<file path="config.mk">
export PLATFORM = sky130hd
export DESIGN_NAME = ccr_flag_unit
export DESIGN_NICKNAME = d
export VERILOG_FILES = /design/src/rtl/ccr_flag_unit_pkg.sv /design/src/rtl/ccr_flag_unit_flag_shadow.sv /design/src/rtl/ccr_flag_unit.sv
export SDC_FILE = /design/constraint.sdc
export NUM_CORES = 1
export LEC_CHECK = 0
export ABC_AREA = 1
export CORE_MARGIN = 2
export CORE_UTILIZATION = 29
export CTS_CLUSTER_DIAMETER = 40
export DETAILED_ROUTE_END_ITERATION = 6
export GPL_ROUTABILITY_DRIVEN = 0
export PLACE_DENSITY = 0.64
export SLEW_MARGIN = 20
export SYNTH_ARGS = -nofsm -noshare
export SYNTH_HDL_FRONTEND = slang
export SYNTH_SLANG_ARGS = --single-unit
</file>
<file path="constraint.sdc">
create_clock -name clk -period 1.9 [get_ports clk]
set_input_delay 0.475 -clock clk [delete_from_list [all_inputs] [get_ports clk]]
set_output_delay 0.475 -clock clk [all_outputs]
set_load 0.01 [all_outputs]
</file>
<file path="src/rtl/ccr_flag_unit_pkg.sv">
// Shared definitions for the condition-code / branch-resolution unit:
// flag bit positions, branch encodings and the flag vector type.
package ccr_flag_unit_pkg;

    localparam int FLAG_W = 3;
    localparam int FLAG_C = 0;
    localparam int FLAG_Z = 1;
    localparam int FLAG_N = 2;

    typedef logic [FLAG_W-1:0] flags_t;

    typedef enum logic [1:0] {
        BR_JZ  = 2'b00,
        BR_JN  = 2'b01,
        BR_JC  = 2'b10,
        BR_JMP = 2'b11
    } br_type_e;

    // A branch is taken when its tested flag is set; JMP ignores the flags.
    function automatic logic branchCondMet(input br_type_e kind, input flags_t f);
        logic met;
        unique case (kind)
            BR_JZ:   met = f[FLAG_Z];
            BR_JN:   met = f[FLAG_N];
            BR_JC:   met = f[FLAG_C];
            default: met = 1'b1;
        endcase
        return met;
    endfunction

endpackage

</file>
<file path="src/rtl/ccr_flag_unit_flag_shadow.sv">
// Single-entry flag shadow used across interrupt entry and return,
// with a valid bit and a sticky error for restores from an empty shadow.
module flag_shadow
    import ccr_flag_unit_pkg::*;
(
    input  logic   clk_i,
    input  logic   rst_i,
    input  logic   stall_i,
    input  logic   save_i,
    input  logic   restore_i,
    input  flags_t saveFlags_i,
    output flags_t shadowFlags_o,
    output logic   shadowValid_o,
    output logic   shadowErr_o
);

    flags_t shadow_q, shadow_d;
    logic   valid_q, valid_d;
    logic   err_q, err_d;

    // A save in the same cycle as a restore wins, so the entry stays valid
    // and holds the post-restore result computed by the top.
    always_comb begin
        shadow_d = shadow_q;
        valid_d  = valid_q;
        err_d    = err_q;
        if (!stall_i) begin
            if (restore_i) begin
                valid_d = 1'b0;
                if (!valid_q) begin
                    err_d = 1'b1;
                end
            end
            if (save_i) begin
                shadow_d = saveFlags_i;
                valid_d  = 1'b1;
            end
        end
    end

    always_ff @(posedge clk_i) begin
        if (rst_i) begin
            shadow_q <= '0;
            valid_q  <= 1'b0;
            err_q    <= 1'b0;
        end else begin
            shadow_q <= shadow_d;
            valid_q  <= valid_d;
            err_q    <= err_d;
        end
    end

    assign shadowFlags_o = shadow_q;
    assign shadowValid_o = valid_q;
    assign shadowErr_o   = err_q;

endmodule

</file>
<file path="src/rtl/ccr_flag_unit.sv">
// Condition-code register with same-cycle bypass into branch resolution,
// a registered redirect to fetch, and interrupt save/restore of the flags.
module ccr_flag_unit
    import ccr_flag_unit_pkg::*;
#(
    parameter int N = 16
) (
    input  logic         clk,
    input  logic         rst,
    input  logic         stall,
    input  logic         alu_valid,
    input  logic [2:0]   alu_flag_we,
    input  logic         alu_neg,
    input  logic         alu_zero,
    input  logic         alu_carry,
    input  logic         setc,
    input  logic         clrc,
    input  logic         br_valid,
    input  logic [1:0]   br_type,
    input  logic [N-1:0] br_target,
    input  logic         int_save,
    input  logic         int_restore,
    output logic [2:0]   flags,
    output logic         br_taken,
    output logic [N-1:0] br_pc,
    output logic         shadow_err
);

    flags_t         flags_q, flags_d;
    logic           brTaken_q;
    logic [N-1:0]   brPc_q;

    flags_t         shadowFlags;
    logic           shadowValid;
    logic           shadowErr;

    flags_t         aluResult;
    flags_t         startFlags;
    flags_t         aluFlags;
    flags_t         ovrFlags;
    br_type_e       brKind;
    logic           brHit;

    assign aluResult = {alu_neg, alu_zero, alu_carry};
    assign brKind    = br_type_e'(br_type);

    // Each stage sees the previous one: restore, ALU mask, carry override,
    // then branch resolution and clearing of the tested flag.
    always_comb begin
        startFlags = (int_restore && shadowValid) ? shadowFlags : flags_q;

        aluFlags = startFlags;
        if (alu_valid) begin
            for (int i = 0; i < FLAG_W; i++) begin
                if (alu_flag_we[i]) begin
                    aluFlags[i] = aluResult[i];
                end
            end
        end

        ovrFlags = aluFlags;
        if (setc) begin
            ovrFlags[FLAG_C] = 1'b1;
        end
        if (clrc) begin
            ovrFlags[FLAG_C] = 1'b0;
        end

        brHit   = br_valid && branchCondMet(brKind, ovrFlags);
        flags_d = ovrFlags;
        if (brHit) begin
            unique case (brKind)
                BR_JZ:   flags_d[FLAG_Z] = 1'b0;
                BR_JN:   flags_d[FLAG_N] = 1'b0;
                BR_JC:   flags_d[FLAG_C] = 1'b0;
                default: flags_d = ovrFlags;
            endcase
        end
    end

    always_ff @(posedge clk) begin
        if (rst) begin
            flags_q   <= '0;
            brTaken_q <= 1'b0;
            brPc_q    <= '0;
        end else if (stall) begin
            brTaken_q <= 1'b0;
        end else begin
            flags_q   <= flags_d;
            brTaken_q <= brHit;
            if (brHit) begin
                brPc_q <= br_target;
            end
        end
    end

    flag_shadow u_shadow (
        .clk_i         (clk),
        .rst_i         (rst),
        .stall_i       (stall),
        .save_i        (int_save),
        .restore_i     (int_restore),
        .saveFlags_i   (flags_d),
        .shadowFlags_o (shadowFlags),
        .shadowValid_o (shadowValid),
        .shadowErr_o   (shadowErr)
    );

    assign flags      = flags_q;
    assign br_taken   = brTaken_q;
    assign br_pc      = brPc_q;
    assign shadow_err = shadowErr;

endmodule

</file>
; ---- Yosys cells after proc, flatten, opt, wreduce, memory -nomap -nowiden
; Index checks and enable logic that the tools add are counted.
[word_totals]
reg_bits = 25
inputBits = 33
elab_cells = 33
out_inout_bits = 21
[classes]
n_bitwise = 2
muxes = 14
reduce_logical = 9
n_eq_ne = 2
[op_table]
columns = cell, count
row1 = $mux 1, 10
row2 = $mux 3, 3
row3 = $reduce_and 2->1, 3
row4 = $pmux 1 s3, 1
row5 = $reduce_and 3->1, 1
row6 = $eq 2x1->1 const B, 1
row7 = $eq 2x2->1 const B, 1
row8 = $logic_and 1x1->1, 2
row9 = $logic_not 2->1, 1
row10 = $not 1->1, 2
row11 = $reduce_bool 2->1, 1
row12 = $reduce_or 2->1, 1

; ---- Longest topological paths before layout
; Gate-level depths: netlist of run 1.
[logic_depth]
ltp_word = 9
ltp_mapped = 12
depth_no_buf = 12

; ---- Modules after synthesis
; Synthesis of run 1 repeated with hierarchy kept, for this count alone.
[unflattened]
hier_cells = 181
area_unflattened_um2 = 1257.5
[by_module_without_submodules]
columns = mod, instances, area_per_inst_um2, cells_each, seq_area_each_um2
row1 = ccr_flag_unit, 1, 1054.8, 153, 400.4
row2 = flag_shadow, 1, 202.7, 28, 100.1

; ---- Least setup slack after synthesis of run 1
; No wires, ideal clock.
[synth_timing]
kind = in2reg
startpoint = in alu_valid
endpoint = reg brPc_q[11] (netlist: br_pc[11])
required_ns = 1.784
setup_slack_ns = 0.446
arrival_time_ns = 1.338
setup_time_ns = 0.116
path_buffers = 1
path_stages = 9
cell_sequence = nand2_1 or2_0 nand2_1 nand2_1 nand3b_2 nand2_4 buf_6 a21oi_1 nor2_2
[synth_between]
elab_chain_len = 6
[synth_lines]
columns = element, line_no
row1 = "start, declared", ccr_flag_unit.sv:11  ; input logic alu_valid,
row2 = $mux 3 *, ccr_flag_unit.sv:53  ; if (alu_valid) begin
row3 = $mux 1, ccr_flag_unit.sv:62  ; if (setc) begin
row4 = $mux 1, ccr_flag_unit.sv:65  ; if (clrc) begin
row5 = $pmux 1 s3 *, ccr_flag_unit_pkg.sv:22  ; unique case (kind)
row6 = $logic_and 1x1->1 *, ccr_flag_unit.sv:69  ; brHit = br_valid && branchCondMet(brKind, ovrFlags);
row7 = $reduce_and 2->1 (no source line) *, -
row8 = "end signal, assigned", ccr_flag_unit.sv:92  ; brPc_q <= br_target;
row9 = "end, declared", ccr_flag_unit.sv:31  ; logic [N-1:0] brPc_q;
; Every way passes the cells marked *; elsewhere a longest branch is shown, timed or not.
; A chain may end at the register's enable or synchronous reset.

; ---- Worst setup path after layout of run 1
[layout_timing]
startpoint = in alu_flag_we[0]
endpoint = reg brPc_q[11] (netlist: br_pc[11])
[layout_between]
elab_chain_len = 7
[layout_lines]
columns = element, line_no
row1 = "start, declared", ccr_flag_unit.sv:12  ; input logic [2:0] alu_flag_we,
row2 = $mux 1, ccr_flag_unit.sv:55  ; if (alu_flag_we[i]) begin
row3 = $mux 3, ccr_flag_unit.sv:53
row4 = $mux 1, ccr_flag_unit.sv:62
row5 = $mux 1, ccr_flag_unit.sv:65
row6 = $pmux 1 s3, ccr_flag_unit_pkg.sv:22
row7 = $logic_and 1x1->1, ccr_flag_unit.sv:69
row8 = $reduce_and 2->1 (no source line), -
; No other way between the ends.

==> flow_results.org, run 1 <==
** Status
- The flow ran to the end, and the final reports show no timing, DRC or antenna violations.

** Clocking
- Max H-tree Level :: 1
- Clock-pin slew was measured on the worst setup and hold paths at 0.08 ns.
- Clock Latency Late Sink :: 0.26 ns
- Root buffer cell :: clkbuf_8
- In this run the post-CTS setup repair buffer count came out at 0.
- The longest clock path from root to sink contains 2 buffers.
- Clock tree synthesis inserted a total of 3 buffers.
- Total clock sinks :: 25
- CTS tree :: done

** Final layout
- After filler insertion, the fill cell instance count of the layout stands at 409.
- Number of antenna diodes :: 0
- In the final layout, the share of cells above drive strength 1 is 10.6%.
- Summing all multi-input logic gate instances after layout gives 631 sq um.
- The finished cells cover 0.00192 sq mm.
- Highest-count cells in the layout ignoring fill and taps :: clkdlybuf4s50_1 (51), nand2_1 (38), dfxtp_1 (25)
- Most common library cell in the layout ignoring fill and taps :: clkdlybuf4s50_1
- After the last flow step, the layout net total stands at 260.
- In the final layout, flip-flops and latches occupy 500 sq um.
- Cells fill 47.2% of the core in the end.
- From synthesis to final layout, the design area changed by 54.9%.

** Die
- Number of top-level pins :: 54
- Initial core utilization :: 30.5%
- In this run the horizontal extent of the chip is 69.3 microns.
- Measured along the y axis, the die boundary spans 69.3 microns.
- Row generation in the floorplan step produced 23 rows.
- CORE AREA :: 0.00406 sq mm
- Area of the die :: 0.00481 sq mm

** Timing
- Total count of hold-check failures in the final report :: 0
- Minimum clock period after layout :: 1.72 ns
- The worst pin sits at a relative slew slack of 79.1%.
- The worst path meets setup with 0.179 ns of slack.
- At the pin with the least slew margin, the transition time is 0.310 ns.
- Clock skew on the completed layout was measured at 0.00157 ns.
- For this run, the top clock speed supported by timing is 581 MHz.
- Setup violations remaining at the end of the flow were counted as 0.
- Final period util :: 90.6%
- Setup repair after global routing left no endpoint under its margin.
- Final Max Tran Viols :: 0
- Worst slack on hold paths :: 0.484 ns

** Global routing
- The initial antenna violation count came to 0.
- In the global route stage, overall resource usage came out at 12.7%.
- The via count of the first global-routing pass was 1119.
- After global routing the overflow that remains totals 0.
- Entering global routing, the biggest net connects 38 pins.
- The first global-routing pass estimated 5080 microns of wire.

** Synth
- Portion of the post-synthesis area used by sequential elements :: 40.4%
- In this run, synthesis produced a sequential element count of 25.
- Post-synthesis cell type count :: 18
- Post-Synthesis Mean Instance Area :: 7.24 sq um
- Post-synth design cell area :: 0.00124 sq mm
- The Yosys step of the flow raised 0 warnings.
- Cell count after synthesis :: 171
- Net count after synthesis :: 204

** Power and ir drop
- Power comes to 1210 uW.
- Maximum ir drop on the vdd rail :: 334 uV
- Leakage component of the power :: 0.000810 uW
- Dividing total power by cell area gives a power density of 632 mW/mm^2.

** Worst setup path
- Crit Path Category :: input port to register
- Of all nets on the critical path, the largest fanout is 18.
- Required time at the worst-slack endpoint :: 2.06 ns
- Arrival time of data at the critical path endpoint :: 1.88 ns
- Critical Path Sink Type :: register
- STA classifies the critical path startpoint as an input port.

** Drt
- Antenna Violating Nets Remaining :: 0
- Average wire length per cell after detail routing :: 10.7 microns
- Post-detailed-routing wire length :: 2960 microns
- Detailed-route via count :: 1229
- Total iterations of the first detailed-routing run :: 4
- The detailed router finished its first iteration with 46 violations.
- Detailed-route vias per instance :: 4.45
- In the routed design, unresolved DRC markers number 0.

** Place
- Post-place setup slack :: -0.246 ns
- Buffers placed on the I/O ports in this run total 53.
- DP Area :: 0.00186 sq mm
- Once detailed placement completed, the half-perimeter wirelength came to 2190 microns.

** Flow run
- The tool flagged a number of max-cap violations equal to 0.

** Worst hold path
- The path class of the tightest hold or removal check is register to register.
-- critical path, cell delays in order --
cell and delay (ns):
clkdlybuf4s50_1 0.45, nand2_1 0.06, or2_0 0.19, nand2_1 0.08, nand2_1 0.07, nand3b_2 0.11
nand2_4 0.08, buf_12 0.15, a21oi_1 0.15, nor2_2 0.05
-- logic make-up (layout without fill, tap and decap cells) --
group | after synthesis | count (layout) | share of synthesized area, %
buf+inv | 23 | 78 | 9.20
flops | 25 | 25 | 40.4
compound gates | 31 | 31 | 12.7
simple gates | 92 | 92 | 37.6
-- where the power goes --
group	switching [uW]	internal (uW)	leakage, uW
logic	142	184	0.000582
clock network	157	150	0.0000228
registers	19.3	559	0.000205
-- cells in the mapped netlist --
master / count / share of area (%)
nor2_2: 8 / 4.0
nand3b_2: 1 / 0.91
o31ai_1: 1 / 0.61
nand2_2: 1 / 0.51
nand2_1: 38 / 12
a21oi_1: 25 / 10
nor2_1: 14 / 4.2
inv_1: 14 / 4.2
or2_0: 1 / 0.51
buf_6: 3 / 2.7
nand2_4: 1 / 0.91
nand3b_1: 16 / 9.7
nand3_2: 1 / 0.81
nand3_1: 11 / 4.4
dfxtp_1: 25 / 40
o21ai_0: 5 / 2.0
buf_2: 4 / 1.6
clkbuf_1: 2 / 0.61
-- timing repair --
action	in CTS	in global routing
setup endpoints to repair	0	17
hold buffers	0	0
resized for setup	0	4
-- final timing paths --
check / from / to / slack (ns) / depth (start not counted)
worst max-delay path: alu_flag_we[0] / br_pc[11] / 0.18 / 10
worst max register to register: u_shadow.shadowValid_o / br_pc[13] / 0.37 / 12
worst min-delay path: br_pc[4] / br_pc[4] / 0.48 / 2
worst min register to register: br_pc[4] / br_pc[4] / 0.48 / 2
-- metal layers --
layer	routed length, microns	global-route usage [%]
met1	1350	16.3
met2	1420	21.2
met3	174	3.92
met4	14	2.40
met5	0	0
-- final cells by class --
class                      count  share of cell area [%]
multi-input combinational    123                    32.9
tap                           50                    3.26
sequential                    25                    26.1
inverter                      14                    2.74
timing repair buffer          60                    32.6
clock buffer                   4                    2.35
-- per-stage QoR --
step / setup TNS [ns] / cells
floorplan: 0 / 171
global placement: -3.80 / 272
detailed placement: -4.01 / 272
CTS: 0 / 276
global route: 0 / 276
finish: 0 / 276
-- sequential cells by signal (all words and copies together) (netlist names) --
name                    count
flags                       3
br_pc                      16
u_shadow.shadowErr_o        1
br_taken                    1
u_shadow.shadowValid_o      1
u_shadow.shadowFlags_o      3
Note: power is estimated with default switching activity, not from simulation.
==> inputs of run 2 (changes only) <==
--- a/config.mk
+++ b/config.mk
@@ -6,12 +6,14 @@
 export NUM_CORES = 1
 export LEC_CHECK = 0
 export ABC_AREA = 1
+export CELL_PAD_IN_SITES_DETAIL_PLACEMENT = 1
+export CELL_PAD_IN_SITES_GLOBAL_PLACEMENT = 1
 export CORE_MARGIN = 2
-export CORE_UTILIZATION = 29
+export CORE_UTILIZATION = 28
 export CTS_CLUSTER_DIAMETER = 40
 export DETAILED_ROUTE_END_ITERATION = 6
 export GPL_ROUTABILITY_DRIVEN = 0
-export PLACE_DENSITY = 0.64
+export PLACE_DENSITY = 0.83
 export SLEW_MARGIN = 20
 export SYNTH_ARGS = -nofsm -noshare
 export SYNTH_HDL_FRONTEND = slang
==> run 2 against run 1 <==
Compared with the run above: die area grew 3.4%; highest routed layer unchanged; largest power group unchanged; first-iteration DRC count shrank 43%; worst setup slack lost 0.058 ns; largest cell class is now buffers; sequential share of layout area shrank 0.12 points; utilization shrank 2.4 points; clock power grew 5%.
==> flow_results.org, run 2 (same netlist as run 1, synthesis figures left out) <==
** Final layout
- The number of flip-flops under the largest register name is 16 (unchanged).
- Most common library cell in the layout ignoring fill and taps :: clkdlybuf4s50_1
- Post-layout utilization of the core :: 44.8% (-2.4 points)
- Share of post-route cells with drive strength above 1 :: 11.0% (+0.35 points)
- From synthesis to final layout, the design area changed by 55.6%.
- The count of inserted antenna diode cells is 0 (unchanged).
- The number of nets at the end of the flow is 262 (+0.77%).
- Highest-count cells in the layout ignoring fill and taps :: clkdlybuf4s50_1 (52), nand2_1 (38), a21oi_1 (25), dfxtp_1 (25), nand3b_1 (16)

** Drt
- The residual antenna-violating net count after detailed routing came to 0 (unchanged).
- Remaining routing DRC violations :: 0 (unchanged)
- The post-detailed-route wirelength per cell came to 12.5 microns (+16%).
- The wire length after detailed routing came to 3490 microns (+18%).
- Detailed-route vias per instance :: 4.59 (+3.1%)
- Detailed-route via count :: 1286 (+4.6%)
- The detailed router's first-iteration violation count was 26 (-43%).
- The first-pass detailed-route iteration total is 4 (unchanged).

** Worst setup path
- Worst setup endpoint :: br_pc[11]
- The startpoint identified for the worst register-to-register timing path is u_shadow.shadowValid_o.
- Standard cell with the maximum stage delay on the critical path :: clkdlybuf4s50_1
- The maximum fanout count along the critical path was 19 (+1).
- Tracing the worst setup path back leads to its startpoint at alu_valid.
- Required time at the worst-slack endpoint :: 2.07 ns (about the same)
- Critical Path Sink Type :: register
- Internal reg-to-reg setup slack :: 0.31 ns (-0.06 ns)
- Crit Path Category :: input port to register
- In this run the critical register-to-register path is captured at br_pc[11].
- Walking the worst path, the cells encountered are clkdlybuf4s50_1, buf_4, nand3_1, nand3_1, nand2_1, inv_1, nand2_2, nand2_4, buf_12, nand3b_1, nand2_1, nor2_2.
- The arrival time at the worst endpoint was 1.95 ns (+0.07 ns).
- Maximum cell stage delay along the critical path :: 0.48 ns (+0.03 ns)
- STA classifies the critical path startpoint as an input port.
- The worst-case reg-to-reg path depth is 12 (unchanged).

** Die
- Standard-cell row count :: 24 (+4.3%)
- The total die area is 0.00497 sq mm (+3.4%).
- The vertical extent of the die came to 70.5 microns (+1.7%).
- Number of top-level pins :: 54 (unchanged)
- Initial core utilization :: 28.8% (-1.7 points)
- DIE WIDTH :: 70.5 microns (+1.7%)
- The placeable core region was 0.00429 sq mm (+5.8%).

** Power and ir drop
- Maximum ir drop on the vdd rail :: 445 uV (+33%)
- The power per unit of standard cell area was 642 mW/mm^2 (+1.6%).
- Power Total :: 1240 uW (+2.0%)
- Leakage component of the power :: 0.000812 uW (+0.23%)

** Clocking
- Setup bufs post-CTS :: 0 (unchanged)
- Register clock-pin slew on the reported worst setup and hold paths :: 0.09 ns (about the same)
- Max H-tree Level :: 1 (unchanged)
- Clock Latency Late Sink :: 0.27 ns (about the same)
- CTS placed an instance of clkbuf_8 at the clock tree root.
- TritonCTS built the clock tree.
- The clock sink total came to 25 (unchanged).
- The maximum count of clock buffers along a single path is 2 (unchanged).
- The quantity of hold-fixing buffers added after cts was 0 (unchanged).
- Total CTS buffers :: 3 (unchanged)
- Post-cts resize count :: 0 (unchanged)

** Status
- The flow ran to the end, and the final reports show no timing, DRC or antenna violations.

** Place
- Post-place setup slack :: -0.259 ns (-0.0125 ns)
- HPWL after detailed placement :: 2710 microns (+24%)
- Number of buffer cells added on primary ports :: 53 (unchanged)

** Global routing
- Via count of the first global-routing pass :: 1259 (+13%)
- Global-route total usage across every layer :: 14.1% (+1.4 points)
- The global-route congestion overflow total was 0 (unchanged).
- First-pass GRT wire length :: 5680 microns (+12%)
- Number of antenna violations at the first check in global routing :: 0 (unchanged)
- Pin count of the biggest net entering global routing :: 40 (+5.3%)

** Timing
- Headroom to the max-slew limit :: 77.4% (-1.7 points)
- The final count of negative-setup-slack endpoints came to 0 (unchanged).
- The final setup slack of the worst path is 0.121 ns (-0.0581 ns).
- Minimum clock period after layout :: 1.78 ns (+0.0581 ns)
- Post-route clock skew :: 0.00184 ns (+0.000263 ns)
- The fraction of the cycle the final worst path needs came to 93.6% (+3.1 points).
- Final Max Tran Viols :: 0 (unchanged)
- Total count of hold-check failures in the final report :: 0 (unchanged)
- The fmax came to 562 MHz (-3.3%).
- Setup repair after global routing left no endpoint under its margin.
- Transition time at the pin with the least slew margin :: 0.336 ns (+0.0260 ns)

** Flow run
- The max-cap violation count came to 0 (unchanged).

** Worst hold path
- Min-Delay Path Class :: register to register
run 2: cell types whose count changed in the layout (fill, tap and decap cells not counted), sizes merged:
cell	change
clkbuf	-1
buf	+2
dlymetal6s2s	-1
clkinv	+1
clkdlybuf4s50	+1
run 2: worst max-delay path, delay by kind of cell:
family / cells / cell delay, ns
buffers and inverters: 4 / 0.82
AND/OR/NAND/NOR: 8 / 0.65
run 2: per-layer routing:
layer  wire [microns]  GRT usage, %  vias up
li1                 -             -      669
met4                8          1.92        0
met1             1540          17.4      586
met3              181          3.90        2
met5                0             0        -
met2             1760          24.7       29
run 2: power by group:
part           total [uW]  switching [uW]  internal [uW]
Clock                 322             175            147
Sequential            580            20.5            559
Combinational         334             148            186
run 2: area by class of cell:
| class | count | area [sq um] |
|---|---|---|
| inverters | 14 | 52.6 |
| clock inverters | 1 | 5.00 |
| repair buffers | 62 | 638 |
| well taps | 52 | 65.1 |
| fillers | 537 | 2370 |
| multi-input cells | 123 | 623 |
| clock buffers | 3 | 41.3 |
| flip-flops and latches | 25 | 500 |
run 2: worst min-delay path by stage:
stage,start,end,cells after the start
CTS,br_pc[15],br_pc[15],2
floorplan,u_shadow.shadowValid_o,u_shadow.shadowValid_o,2
global placement,br_pc[0],br_pc[0],2
detailed placement,u_shadow.shadowErr_o,u_shadow.shadowErr_o,2
global route,br_pc[0],br_pc[0],2
finish,br_pc[2],br_pc[2],2
run 2: stage by stage:
step           area [sq um]  instances  hold WS [ns]  setup TNS (ns)
3_3_place_gp           1880        276         0.461           -2.80
4_1_cts                1920        280         0.499               0
6_report               1930        280         0.490               0
2_1_floorplan          1240        171         0.485               0
3_5_place_dp           1880        276         0.473           -4.16
5_1_grt                1930        280         0.514               0
